## src/rtl/x_23k640_req_q_if.sv

```systemverilog
// Request/response and controller-side handshake bundle for the 23K640 request queue.
// Handshakes: a request moves on i_req_valid & o_req_ready; the head moves on o_valid & i_accept.
interface x_23k640_req_q_if;
  logic        i_req_valid;
  logic        o_req_ready;
  logic        i_req_rd_n_wr;
  logic [15:0] i_req_addr;
  logic [7:0]  i_req_wdata;
  logic        o_rsp_valid;
  logic [7:0]  o_rsp_rdata;
  logic        o_advance;
  logic        o_valid;
  logic        i_accept;
  logic        o_rd_n_wr;
  logic [15:0] o_addr;
  logic [7:0]  o_wdata;
  logic        i_ready;
  logic [7:0]  i_rdata;

  modport slave (
    input  i_req_valid, i_req_rd_n_wr, i_req_addr, i_req_wdata,
    input  i_accept, i_ready, i_rdata,
    output o_req_ready, o_rsp_valid, o_rsp_rdata, o_advance,
    output o_valid, o_rd_n_wr, o_addr, o_wdata
  );

  modport master (
    output i_req_valid, i_req_rd_n_wr, i_req_addr, i_req_wdata,
    output i_accept, i_ready, i_rdata,
    input  o_req_ready, o_rsp_valid, o_rsp_rdata, o_advance,
    input  o_valid, o_rd_n_wr, o_addr, o_wdata
  );
endinterface

```

## src/rtl/x_23k640_req_q.sv

```systemverilog
// Request FIFO, read-outstanding tracker, completion register and advance pacer
// in front of the 23K640 SPI SRAM controller.
module x_23k640_req_q #(
  parameter int DEPTH   = 4,
  parameter int ADV_DIV = 4
) (
  input  logic                   i_clk,
  input  logic                   i_rst_n,
  x_23k640_req_q_if.slave        bus,
  output logic [$clog2(DEPTH):0] o_level,
  output logic                   o_idle,
  output logic                   o_err,
  output logic [1:0]             o_dbg_rd_out
);
  localparam int AW = $clog2(DEPTH);
  localparam int CW = AW + 1;
  localparam int DW = (ADV_DIV > 1) ? $clog2(ADV_DIV) : 1;
  localparam logic [CW-1:0] FULL     = CW'(DEPTH);
  localparam logic [DW-1:0] ADV_LAST = DW'(ADV_DIV - 1);

  logic [24:0]   mem_q [DEPTH];
  logic [AW-1:0] wr_ptr_q, wr_ptr_d, rd_ptr_q, rd_ptr_d;
  logic [CW-1:0] count_q, count_d;
  logic [1:0]    rd_out_q, rd_out_d;
  logic          rsp_valid_q, rsp_valid_d;
  logic [7:0]    rsp_rdata_q, rsp_rdata_d;
  logic [DW-1:0] adv_cnt_q, adv_cnt_d;
  logic          adv_q, adv_d;
  logic          err_q, err_d;
  logic          full, empty, push, pop, rd_inc;
  logic [24:0]   head;

  assign full  = (count_q == FULL);
  assign empty = (count_q == '0);
  assign head  = mem_q[rd_ptr_q];

  // Head is read straight from storage so it cannot change until the pop.
  assign bus.o_req_ready = ~full;
  assign bus.o_valid     = ~empty;
  assign bus.o_rd_n_wr   = head[24];
  assign bus.o_addr      = head[23:8];
  assign bus.o_wdata     = head[7:0];
  assign bus.o_rsp_valid = rsp_valid_q;
  assign bus.o_rsp_rdata = rsp_rdata_q;
  assign bus.o_advance   = adv_q;
  assign o_level         = count_q;
  assign o_idle          = empty & (rd_out_q == 2'd0);
  assign o_err           = err_q;
  assign o_dbg_rd_out    = rd_out_q;

  always_comb begin
    push        = bus.i_req_valid & ~full;
    pop         = bus.i_accept & ~empty;
    rd_inc      = pop & head[24];
    wr_ptr_d    = push ? wr_ptr_q + 1'b1 : wr_ptr_q;
    rd_ptr_d    = pop ? rd_ptr_q + 1'b1 : rd_ptr_q;
    count_d     = count_q;
    rd_out_d    = rd_out_q;
    err_d       = err_q;
    rsp_valid_d = bus.i_ready;
    rsp_rdata_d = bus.i_ready ? bus.i_rdata : rsp_rdata_q;
    adv_cnt_d   = (adv_cnt_q == ADV_LAST) ? '0 : adv_cnt_q + 1'b1;
    adv_d       = (adv_cnt_q == ADV_LAST);

    if (push && !pop)      count_d = count_q + 1'b1;
    else if (!push && pop) count_d = count_q - 1'b1;

    // A simultaneous issue and completion cancel out.
    if (rd_inc && !bus.i_ready) begin
      if (rd_out_q == 2'd3) err_d = 1'b1;
      else                  rd_out_d = rd_out_q + 1'b1;
    end else if (!rd_inc && bus.i_ready && rd_out_q != 2'd0) begin
      rd_out_d = rd_out_q - 1'b1;
    end

    if (bus.i_accept && empty)                  err_d = 1'b1;
    if (bus.i_ready && rd_out_q == 2'd0)        err_d = 1'b1;
  end

  always_ff @(posedge i_clk) begin
    if (push) mem_q[wr_ptr_q] <= {bus.i_req_rd_n_wr, bus.i_req_addr, bus.i_req_wdata};
  end

  always_ff @(posedge i_clk or negedge i_rst_n) begin
    if (!i_rst_n) begin
      wr_ptr_q    <= '0;
      rd_ptr_q    <= '0;
      count_q     <= '0;
      rd_out_q    <= 2'd0;
      rsp_valid_q <= 1'b0;
      rsp_rdata_q <= 8'h00;
      adv_cnt_q   <= '0;
      adv_q       <= 1'b0;
      err_q       <= 1'b0;
    end else begin
      wr_ptr_q    <= wr_ptr_d;
      rd_ptr_q    <= rd_ptr_d;
      count_q     <= count_d;
      rd_out_q    <= rd_out_d;
      rsp_valid_q <= rsp_valid_d;
      rsp_rdata_q <= rsp_rdata_d;
      adv_cnt_q   <= adv_cnt_d;
      adv_q       <= adv_d;
      err_q       <= err_d;
    end
  end
endmodule
```

## src/flat_wrapper.sv

```systemverilog
// flat-port wrapper written by rule: the top's interface ports become plain ports
module x_23k640_req_q_flat 
#(
  parameter int DEPTH   = 4,
  parameter int ADV_DIV = 4
)
  (i_clk, i_rst_n, o_level, o_idle, o_err, o_dbg_rd_out, bus_i_req_valid, bus_i_req_rd_n_wr, bus_i_req_addr, bus_i_req_wdata, bus_i_accept, bus_i_ready, bus_i_rdata, bus_o_req_ready, bus_o_rsp_valid, bus_o_rsp_rdata, bus_o_advance, bus_o_valid, bus_o_rd_n_wr, bus_o_addr, bus_o_wdata);
  x_23k640_req_q_if bus_i ();
  input  logic i_clk;
  input  logic i_rst_n;
  output logic [$clog2(DEPTH):0] o_level;
  output logic o_idle;
  output logic o_err;
  output logic [1:0] o_dbg_rd_out;
  input wire logic [$bits(bus_i.i_req_valid)-1:0] bus_i_req_valid;
  input wire logic [$bits(bus_i.i_req_rd_n_wr)-1:0] bus_i_req_rd_n_wr;
  input wire logic [$bits(bus_i.i_req_addr)-1:0] bus_i_req_addr;
  input wire logic [$bits(bus_i.i_req_wdata)-1:0] bus_i_req_wdata;
  input wire logic [$bits(bus_i.i_accept)-1:0] bus_i_accept;
  input wire logic [$bits(bus_i.i_ready)-1:0] bus_i_ready;
  input wire logic [$bits(bus_i.i_rdata)-1:0] bus_i_rdata;
  output wire logic [$bits(bus_i.o_req_ready)-1:0] bus_o_req_ready;
  output wire logic [$bits(bus_i.o_rsp_valid)-1:0] bus_o_rsp_valid;
  output wire logic [$bits(bus_i.o_rsp_rdata)-1:0] bus_o_rsp_rdata;
  output wire logic [$bits(bus_i.o_advance)-1:0] bus_o_advance;
  output wire logic [$bits(bus_i.o_valid)-1:0] bus_o_valid;
  output wire logic [$bits(bus_i.o_rd_n_wr)-1:0] bus_o_rd_n_wr;
  output wire logic [$bits(bus_i.o_addr)-1:0] bus_o_addr;
  output wire logic [$bits(bus_i.o_wdata)-1:0] bus_o_wdata;
  assign bus_i.i_req_valid = bus_i_req_valid;
  assign bus_i.i_req_rd_n_wr = bus_i_req_rd_n_wr;
  assign bus_i.i_req_addr = bus_i_req_addr;
  assign bus_i.i_req_wdata = bus_i_req_wdata;
  assign bus_i.i_accept = bus_i_accept;
  assign bus_i.i_ready = bus_i_ready;
  assign bus_i.i_rdata = bus_i_rdata;
  assign bus_o_req_ready = bus_i.o_req_ready;
  assign bus_o_rsp_valid = bus_i.o_rsp_valid;
  assign bus_o_rsp_rdata = bus_i.o_rsp_rdata;
  assign bus_o_advance = bus_i.o_advance;
  assign bus_o_valid = bus_i.o_valid;
  assign bus_o_rd_n_wr = bus_i.o_rd_n_wr;
  assign bus_o_addr = bus_i.o_addr;
  assign bus_o_wdata = bus_i.o_wdata;
  x_23k640_req_q #(.DEPTH(DEPTH), .ADV_DIV(ADV_DIV)) u_core (.i_clk(i_clk), .i_rst_n(i_rst_n), .bus(bus_i), .o_level(o_level), .o_idle(o_idle), .o_err(o_err), .o_dbg_rd_out(o_dbg_rd_out));
endmodule
```

## config.mk

```make
export PLATFORM = sky130hd
export DESIGN_NAME = x_23k640_req_q_flat
export DESIGN_NICKNAME = d
export VERILOG_FILES = /design/src/rtl/x_23k640_req_q_if.sv /design/src/rtl/x_23k640_req_q.sv /design/src/flat_wrapper.sv
export SDC_FILE = /design/constraint.sdc
export NUM_CORES = 1
export LEC_CHECK = 0
export CORE_UTILIZATION = 62
export DETAILED_ROUTE_END_ITERATION = 10
export DONT_BUFFER_PORTS = 1
export PLACE_DENSITY = 0.86
export SYNTH_ARGS = -nofsm -noshare
export SYNTH_HDL_FRONTEND = slang
export SYNTH_SLANG_ARGS = --single-unit
```

## constraint.sdc

```tcl
create_clock -name i_clk -period 4.4 [get_ports i_clk]
set_clock_uncertainty 0.05 [all_clocks]
set_input_delay 0.88 -clock i_clk [delete_from_list [all_inputs] [get_ports i_clk]]
set_output_delay 0.88 -clock i_clk [all_outputs]
set_load 0.02 [all_outputs]
```

Word-level counts from Yosys, hierarchy flattened:

Memory sizes are Yosys's and may differ from the RTL's.
Index checks and enable logic that the tools add are counted.
W data, S select, Z words.

* register bits after elaboration: 22
* bits in latches: 0
* RAM bits: 100
* memory bits (read-only): 0
* bits of input ports: 38
* output and inout port bits: 44
* word-level logic and storage cells: 59
* memories: 1

Memory list
* u_core.mem_q: words 4, bits a word 25, read ports 1, clocked after memory_dff 0, wr ports 1, line x_23k640_req_q.sv:21 `logic [24:0] mem_q [DEPTH];`

* add/subtract/negate cells: 7
* multipliers: 0
* div/mod/pow operators: 0
* order comparisons: 0
* equal/unequal tests: 4
* shift operators: 0
* muxes and demuxes: 12
* bitwise logic cells: 6
* reductions and logical operators: 20

Operators by type and width (number)
* $add A2 B1 Y2 const B: 4
* $mux W2: 4
* $logic_and A1 B1 Y1: 7
* $mux W1: 6
* $mux W3: 2
* $reduce_bool A2 Y1: 3
* $reduce_bool A3 Y1: 2
* $and A1 B1 Y1: 4
* $eq A2 B2 Y1 const B: 2
* $logic_not A1 Y1: 4
* $reduce_and A2 Y1: 2
* $add A3 B1 Y3 const B: 1
* $eq A3 B3 Y1 const B: 1
* $logic_not A3 Y1: 1
* $sub A3 B1 Y3 const B: 1
* $logic_not A2 Y1: 1
* $ne A2 B2 Y1 const B: 1
* $not A1 Y1: 2
* $sub A2 B1 Y2 const B: 1

Logic depth before layout (Yosys ltp):

Gate-level depths: netlist of the first run.

* depth after elaboration: 9
* gate-level depth with buffers: 9
* gate-level depth less buffers: 9

Worst setup path before layout of the first run:

OpenSTA, ideal clock, no wires.

* kind: flip-flop to output port
* start point: register u_core.count_q[0] (netlist: u_core.o_level[0])
* end point: output o_idle
* data arrival time: 1.611 ns
* required time: 3.470 ns
* path slack: 1.859 ns
* cell stages (with the launch flop): 4
* path buffers: 1
* path through: dfrtp_1 or3_1 clkbuf_1 nor3_1

* longest elaborated chain between the ends: 2

RTL lines
* start, declared: line x_23k640_req_q.sv:23 `logic [CW-1:0] count_q, count_d;`
* start signal, assigned: line x_23k640_req_q.sv:98 `count_q <= count_d;`
* $logic_not A3 Y1: line x_23k640_req_q.sv:34 `assign empty = (count_q == '0);`
* $and A1 B1 Y1: line x_23k640_req_q.sv:47 `assign o_idle = empty & (rd_out_q == 2'd0);`
* end, declared: line flat_wrapper.sv:12 `output logic o_idle;`

Every way passes these cells.

Worst setup path in the final report of the first run:

Ends and elaborated chain as after synthesis.

==> results summary, run 1 <==
The flow ran to the end, and the final reports show no timing, DRC or antenna violations. In this run the worst setup path begins at u_core.o_level[0]. The share of synthesized area in the top cell type comes to 0.654. The number of placed cells counting well taps is 300. The weighted congestion at the end of routability-driven global placement is 0.719. The number of warnings issued by yosys is 0.

In this run the static leakage power is 1.87 nW. The category of the most critical setup path is flop to primary output. Data on the critical path arrives at its endpoint at 2.19 ns.

The sink count of the clock tree came out at 122. Summed over all instances, the cell type with the most area after synthesis is sky130_fd_sc_hd__edfxtp_1. In this run, synthesis produced a sequential element count of 122. The total power density per cell area came out at 744 mW/mm^2. Traced cell by cell, the critical path runs through or3_1 -> nor3_1.

The vertical die dimension came out at 88.0 um. The share of async-settable or async-resettable flops after synthesis is 0.180. The worst path setup slack after routing is 1.28 ns. The quantity of gates resized following cts came out at 0. The proportion of synthesized chip area in sequential cells is 0.774. Before CTS, the worst setup slack after placement is 1.76 ns. The pin count of the biggest net entering global routing is 28. The tree is rooted in a sky130_fd_sc_hd__clkbuf_8. The half-perimeter wire length after placement is 4460 um. The per-cell routed wire length came out at 22.1 um.

The post-layout total power came out at 3.96 mW. By count the netlist is led by sky130_fd_sc_hd__edfxtp_1, sky130_fd_sc_hd__mux4_2, sky130_fd_sc_hd__dfrtp_1, sky130_fd_sc_hd__mux2_2. The die covers 0.00775 sq mm. The horizontal die dimension is 88.0 um.

0 antenna diodes ended up in the layout. Leaving out filler cells and counting taps, the final layout contains 334. In this run the number of H-tree levels came out at 4. Measured on the finished design, the core utilization comes to 0.762. The total global-route track usage came out at 0.215. The final-report setup violation count is 0.

VDD sags by at most 593 uV. The maximum fanout along the worst path came out at 6. Among all cell types in the netlist, the one instantiated most often is sky130_fd_sc_hd__edfxtp_1. The cell count after synthesis came out at 207. Summed over all layers, the global routing overflow is 0.

The worst setup path is captured at a primary output. For this block, the initial DRC count from the detailed router was 85. Once detail routing completed, the nets flagged for antenna violations numbered 0.

The data required time of the critical path came out at 3.47 ns. The area overhead of the layout relative to synthesis is 15.9%. The post-synthesis instance area is 0.00459 sq mm. Setup repair after global routing left no endpoint under its margin. Each instance of the synthesized netlist takes up on average 22.2 sq um. The synthesized net count is 252. The hold buffer count at CTS came out at 1. The total wire length after detailed routing came out at 7390 um. The ratio of cells with drive above 1 in the final layout came out at 0.311.

The I/O pin total is 82. The minimum clock period after layout is 3.12 ns. STA classifies the critical path startpoint as a flop.

The distinct cell type count after synthesis is 25. The slew of the pin with the lowest slew margin is 1.03 ns. The critical path ends at o_idle. The clock buffer count from CTS is 17. The number of maximum-capacitance violations is 0. Using the TritonRoute via totals, the vias-per-cell ratio works out to 5.99. The number of global-route vias before repair is 2,226.

The final max-slew violation count came out at 0. The region available for standard cell placement spans 0.00698 sq mm. The critical-path cell with the highest stage delay is sky130_fd_sc_hd__or3_1. At the later pin of the worst-skew pair, clock insertion delay measures 0.50 ns. The number of buffer cells added on primary ports is 0. The initial standard-cell utilization of the core is 0.657.

The upper clock frequency limit is 0.321 GHz. The final-report hold violation count came out at 0. The endpoint of the lowest-slack register-to-register path is u_core.o_level[2]. The cell area after placement came out at 0.00471 sq mm. The final clock period utilization by the worst path came out at 0.709. The count of standard-cell rows is 30. For this run, the slowest stage of the critical path takes 0.62 ns. In this run the critical register-to-register path is launched from u_core.o_level[0]. TritonCTS built the clock tree. The final design instance area without fill came out at 0.00532 sq mm.

The initial antenna violation count came out at 0. In this run the worst hold path is classified as input pin to flop. In the final timing run, aggregate negative setup slack is 0 ns. The net count of the finished layout is 270. The global-route wire length before repair is 11,200 um. The normalized max-slew margin came out at 0.312. The maximum buffer depth of the clock tree came out at 2. The post-CTS repair timing setup buffer count came out at 0. The prevailing post-synth register cell is sky130_fd_sc_hd__edfxtp_1. The hold slack came out at 0.359 ns.

After clock tree synthesis, the clock-pin slew on the worst setup and hold paths is 0.06 ns. The total via count after detailed routing is 2,001. Yosys mapped a number of flops with a built-in enable equal to 100. After synthesis, the cell types taking the most area are sky130_fd_sc_hd__edfxtp_1, sky130_fd_sc_hd__mux4_2, sky130_fd_sc_hd__dfrtp_1. The worst-case reg-to-reg path depth came out at 8. The first-pass detailed-route iteration total came out at 4. The worst setup slack for register-to-register paths came out at 1.83 ns. The remaining design rule violation count is 0.
## routing by layer
layer  wire length (um)  global-route usage  vias to the layer above  part of all wire
met4                229               0.129                        0             0.031
met3                457              0.0820                       22             0.062
met1               2660               0.238                     1037              0.36
li1                   -                   -                      874                 -
met5                  0                   0                        -                 0
met2               4040               0.356                       68              0.55
## flip-flops by register name (all words and copies together) (netlist names)
signal	cells
u_core.o_level	3
u_core.bus.o_rsp_rdata	8
u_core.rd_ptr_q	2
u_core.bus.o_advance	1
u_core.adv_cnt_q	2
u_core.wr_ptr_q	2
u_core.mem_q	100
u_core.o_err	1
u_core.o_dbg_rd_out	2
u_core.bus.o_rsp_valid	1
## power breakdown
group	leakage, nW	internal [mW]	switching (mW)	total [mW]
clock	0.285	0.861	0.481	1.34
sequential	1.18	1.51	0.219	1.73
combinational	0.413	0.364	0.522	0.887
total	1.87	2.73	1.22	3.96
## critical path: cells and delay by family (launching register included)
kind | cells | cell delay [ns]
simple gates | 2 | 1.18
flops | 1 | 0.51
## worst min-delay path by stage
| stage | from | to | slack (ns) | depth (start not counted) |
|---|---|---|---|---|
| 4_1_cts | i_rst_n | u_core.o_dbg_rd_out[0] | 0.002 | 0 |
| 3_3_place_gp | u_core.adv_cnt_q[0] | u_core.adv_cnt_q[0] | 0.37 | 1 |
| 2_1_floorplan | u_core.adv_cnt_q[0] | u_core.adv_cnt_q[0] | 0.35 | 1 |
| 6_report | bus_i_ready | u_core.bus.o_rsp_valid | 0.36 | 0 |
| 3_5_place_dp | u_core.adv_cnt_q[0] | u_core.adv_cnt_q[0] | 0.37 | 1 |
| 5_1_grt | bus_i_ready | u_core.bus.o_rsp_valid | 0.33 | 0 |
## area by class of cell
class,count,area [sq um]
clock inverter,15,176
clock buffer,17,414
inverter,3,11.3
timing repair buffer,7,57.6
multi-input combinational,74,985
sequential,122,3550
fill,384,1660
tap,96,120
## placed cells by master (no fill, tap or decap), types with 2 or more instances in the layout
| cell | n |
|---|---|
| sky130_fd_sc_hd__clkinv_4 | 5 |
| sky130_fd_sc_hd__mux2_2 | 11 |
| sky130_fd_sc_hd__inv_1 | 3 |
| sky130_fd_sc_hd__mux2i_1 | 2 |
| sky130_fd_sc_hd__edfxtp_1 | 100 |
| sky130_fd_sc_hd__nor2_1 | 6 |
| sky130_fd_sc_hd__mux4_2 | 25 |
| sky130_fd_sc_hd__nand2_1 | 4 |
| sky130_fd_sc_hd__ha_1 | 6 |
| sky130_fd_sc_hd__bufinv_16 | 3 |
| sky130_fd_sc_hd__dfrtp_1 | 21 |
| sky130_fd_sc_hd__clkbuf_16 | 16 |
| sky130_fd_sc_hd__xnor2_1 | 4 |
| sky130_fd_sc_hd__dlygate4sd3_1 | 2 |
| sky130_fd_sc_hd__clkinv_2 | 3 |
| sky130_fd_sc_hd__xor2_1 | 2 |
| sky130_fd_sc_hd__clkinvlp_4 | 2 |
| sky130_fd_sc_hd__buf_4 | 5 |
| sky130_fd_sc_hd__and3_1 | 4 |
## logic make-up after synthesis
kind of cell | count (synthesis) | synth area share
compound gates | 3 | 0.00573
buf+inv | 11 | 0.0112
flops | 122 | 0.774
xor+xnor | 6 | 0.0115
fa+ha+maj | 7 | 0.0207
mux | 38 | 0.154
simple gates | 20 | 0.0226
(Power assumes the default switching activity.)
==> inputs of run 2 (changes only) <==
clock period = 3.1 ns   (was 4.4 ns; I/O delays follow)
==> run 2 against run 1 <==
Net effect: combinational power grew 53%; sequential cell count is the same; worst setup slack lost 1.0 ns; critical path type unchanged; routed wire length is 0.12% lower; core utilization is 0.34 points lower; die area stayed put; non-clock buffer count is 1 higher; largest power group unchanged; clock-buffer cell count increased by 2; global-route usage is 0.49 points lower; first-iteration DRC count shrank 4.7%; total power rose by 40%.
==> results summary, run 2 (synthesis results as in run 1) <==
The flow ran to the end, and the final reports show no timing, DRC or antenna violations. The met3 track demand over resource came out at 0.0773. The upper clock frequency limit is 0.355 GHz.

The share of total power dissipated in combinational logic is 0.246. The total area inside the core boundary comes to 0.00698 sq mm. The total global-route track usage is 0.210.

The worst setup slack for register-to-register paths came out at 0.65 ns. The normalized max-slew margin came out at 0.348. More flip-flops sit in one register than any other, and that register is u_core.mem_q. The hold path endpoint is u_core.bus.o_rsp_valid.

The source of the worst hold timing path is bus_i_ready. The area overhead of the layout relative to synthesis came out at 15.4%. The class of the worst hold path is input pin to flop.

The number of maximum-capacitance violations is 0. The global routing met1 resource utilization is 0.241. The worst register-to-register path begins at u_core.o_level[0]. The most utilized layer in the global route result is met2. The hold path depth came out at 0. The family with the most delay on the worst path is simple AND/OR/NAND/NOR gates.

The first-pass detailed-route iteration total is 5. Leaving out fill and tap cells, the most frequent cell in the layout is sky130_fd_sc_hd__edfxtp_1. STA classifies the critical path startpoint as a flop.

The switching fraction of total power is 0.309. IR analysis of the VDD net gives a maximum drop of 644 uV. The horizontal die dimension came out at 88.0 um. The weighted congestion at the end of routability-driven global placement came out at 0.669. The clock tree root buffer cell is sky130_fd_sc_hd__clkbuf_8.

The post-layout total power is 5.53 mW. Traced cell by cell, the critical path runs through or3_1 -> nor3_1. For this block, the routed nets add up to 7380 um of wire. The number of clock buffers added by TritonCTS is 17. The H-tree depth is 4.

The library cells used most frequently in the layout, excluding fill and tap cells, are sky130_fd_sc_hd__edfxtp_1, sky130_fd_sc_hd__mux4_2, sky130_fd_sc_hd__dfrtp_1, sky130_fd_sc_hd__clkbuf_16, sky130_fd_sc_hd__mux2_2. The maximum buffer depth of the clock tree is 2. The residual antenna-violating net count after detailed routing is 0. The final-report hold violation count came out at 0. The static leakage came out at 1.86 nW. The total power density per cell area is 1040 mW/mm^2. The sequential fraction of design power is 0.432. In the routed design, unresolved DRC markers number 0. The final design instance area without fill is 0.00530 sq mm. The critical-path cell with the highest stage delay is sky130_fd_sc_hd__or3_1. The initial antenna violation count came out at 0.

The final clock period utilization by the worst path is 0.908. The slew of the pin with the lowest slew margin is 0.975 ns. The number of vias per cell is 5.91. Setup violations remaining at the end of the flow were counted as 0. The critical path is of the flop to primary output type. The maximum fanout along the worst path came out at 6. Of the cells placed in the final design, the portion with a size suffix greater than 1 is 0.310. The clock-pin slew reported for the worst setup and hold paths after clock tree synthesis is 0.06 ns.

The half-perimeter wire length after placement is 4380 um. The sink count of the clock tree is 122. The sum of buffers and inverters on the critical path came out at 0.

The number of inserted filler cells in the final layout came out at 388. The post-CTS repair timing setup buffer count is 0. The final instance count without filler cells is 335.

The I/O pin total came out at 82. The clock tree from TritonCTS is done. The cell area after placement is 0.00474 sq mm. In the final routed layout, each cell accounts on average for 22.0 um. The internal power component came out at 3.82 mW. The hold slack is 0.0974 ns. Setup repair after global routing left no endpoint under its margin. The multi-input combinational cells in the finished layout cover a total of 985 sq um. The proportion of power drawn by the clock network came out at 0.322.

The vertical die dimension is 88.0 um. The first global-routing pass estimated 11,100 um of wire. The number of antenna cells inserted came out at 0. In this run the power spent charging and discharging nets is 1.71 mW.

The final global-route overflow total is 0. The die footprint came out at 0.00775 sq mm. The net count of the finished layout came out at 271.

The met2 routing resource usage after global routing came out at 0.364. The clock reaches the later pin of the worst-skew pair after 0.50 ns. The register with the most flip-flops in the layout has 100 of them. The detailed router finished its first iteration with 81 violations. The pin count of the biggest net entering global routing came out at 26. The number of global-route vias before repair was 2,102. The total via count after detailed routing is 1,981.

The number of placed cells counting well taps is 302. STA puts the critical path data required time at 2.43 ns. The minimum clock period after layout came out at 2.82 ns. The endpoint identified for the worst register-to-register timing path is u_core.o_level[2]. The arrival time of data at the critical path endpoint came out at 2.15 ns. The number of buffer cells added on primary ports is 0. The maximum cell stage delay along the critical path came out at 0.60 ns. The final max-slew violation count is 0.

The worst setup path is captured at a primary output. The sequential cell area in the final layout came out at 0.00355 sq mm. The initial standard-cell utilization of the core came out at 0.657. The total negative setup slack came out at 0 ns. The worst-case reg-to-reg path depth came out at 8. The count of standard-cell rows came out at 30.
-- run 2: worst max path at each step --
stage                 startpoint                end  slack [ns]  cells after the start
5_1_grt        u_core.o_level[0]             o_idle        0.21                      2
2_1_floorplan  u_core.o_level[0]  u_core.o_level[2]        0.74                      9
6_report       u_core.o_level[0]             o_idle        0.28                      2
3_5_place_dp   u_core.o_level[0]  u_core.o_level[2]        0.66                      8
4_1_cts        u_core.o_level[0]             o_idle        0.25                      2
3_3_place_gp   u_core.o_level[0]  u_core.o_level[2]        0.70                      8
-- run 2: cell type report --
| cell class | instances | share of cell area |
|---|---|---|
| Clock buffer | 19 | 0.0796 |
| Clock inverter | 13 | 0.0241 |
| Inverter | 3 | 0.00213 |
| Multi-Input combinational cell | 74 | 0.186 |
| Sequential cell | 122 | 0.671 |
| Tap cell | 96 | 0.0227 |
| Timing Repair Buffer | 8 | 0.0142 |
-- run 2: what timing repair did --
item / in CTS / in global routing
hold buffers: 1 / 0
gates resized for setup: 0 / 0
hold endpoints to repair: 22 / 0
-- run 2: layer usage --
metal  up-vias  wire (um)
met1      1028       2770
met5         -          0
met4         0        104
met3        10        397
li1        879          -
met2        64       4110
-- run 2: through the flow --
| step | setup WS (ns) | util |
|---|---|---|
| floorplan | 0.741 | - |
| global placement | 0.700 | 0.678 |
| detailed placement | 0.662 | 0.678 |
| CTS | 0.252 | 0.758 |
| global route | 0.213 | 0.758 |
| finish | 0.284 | 0.758 |
-- run 2: power groups by stage --
stage               combinational [mW]  sequential [mW]  clock (mW)
global route                      1.45             2.43        1.88
detailed placement                1.36             2.42           0
global placement                  1.34             2.39           0
finish                            1.36             2.39        1.78
CTS                               1.39             2.40        1.81
floorplan                         1.18             2.31           0
==> inputs of run 3 (changes only) <==
CTS_CLUSTER_SIZE = 30   (was unset)
==> results of run 3 <==
Final layout, timing and power as in run 2 (identical DEF).
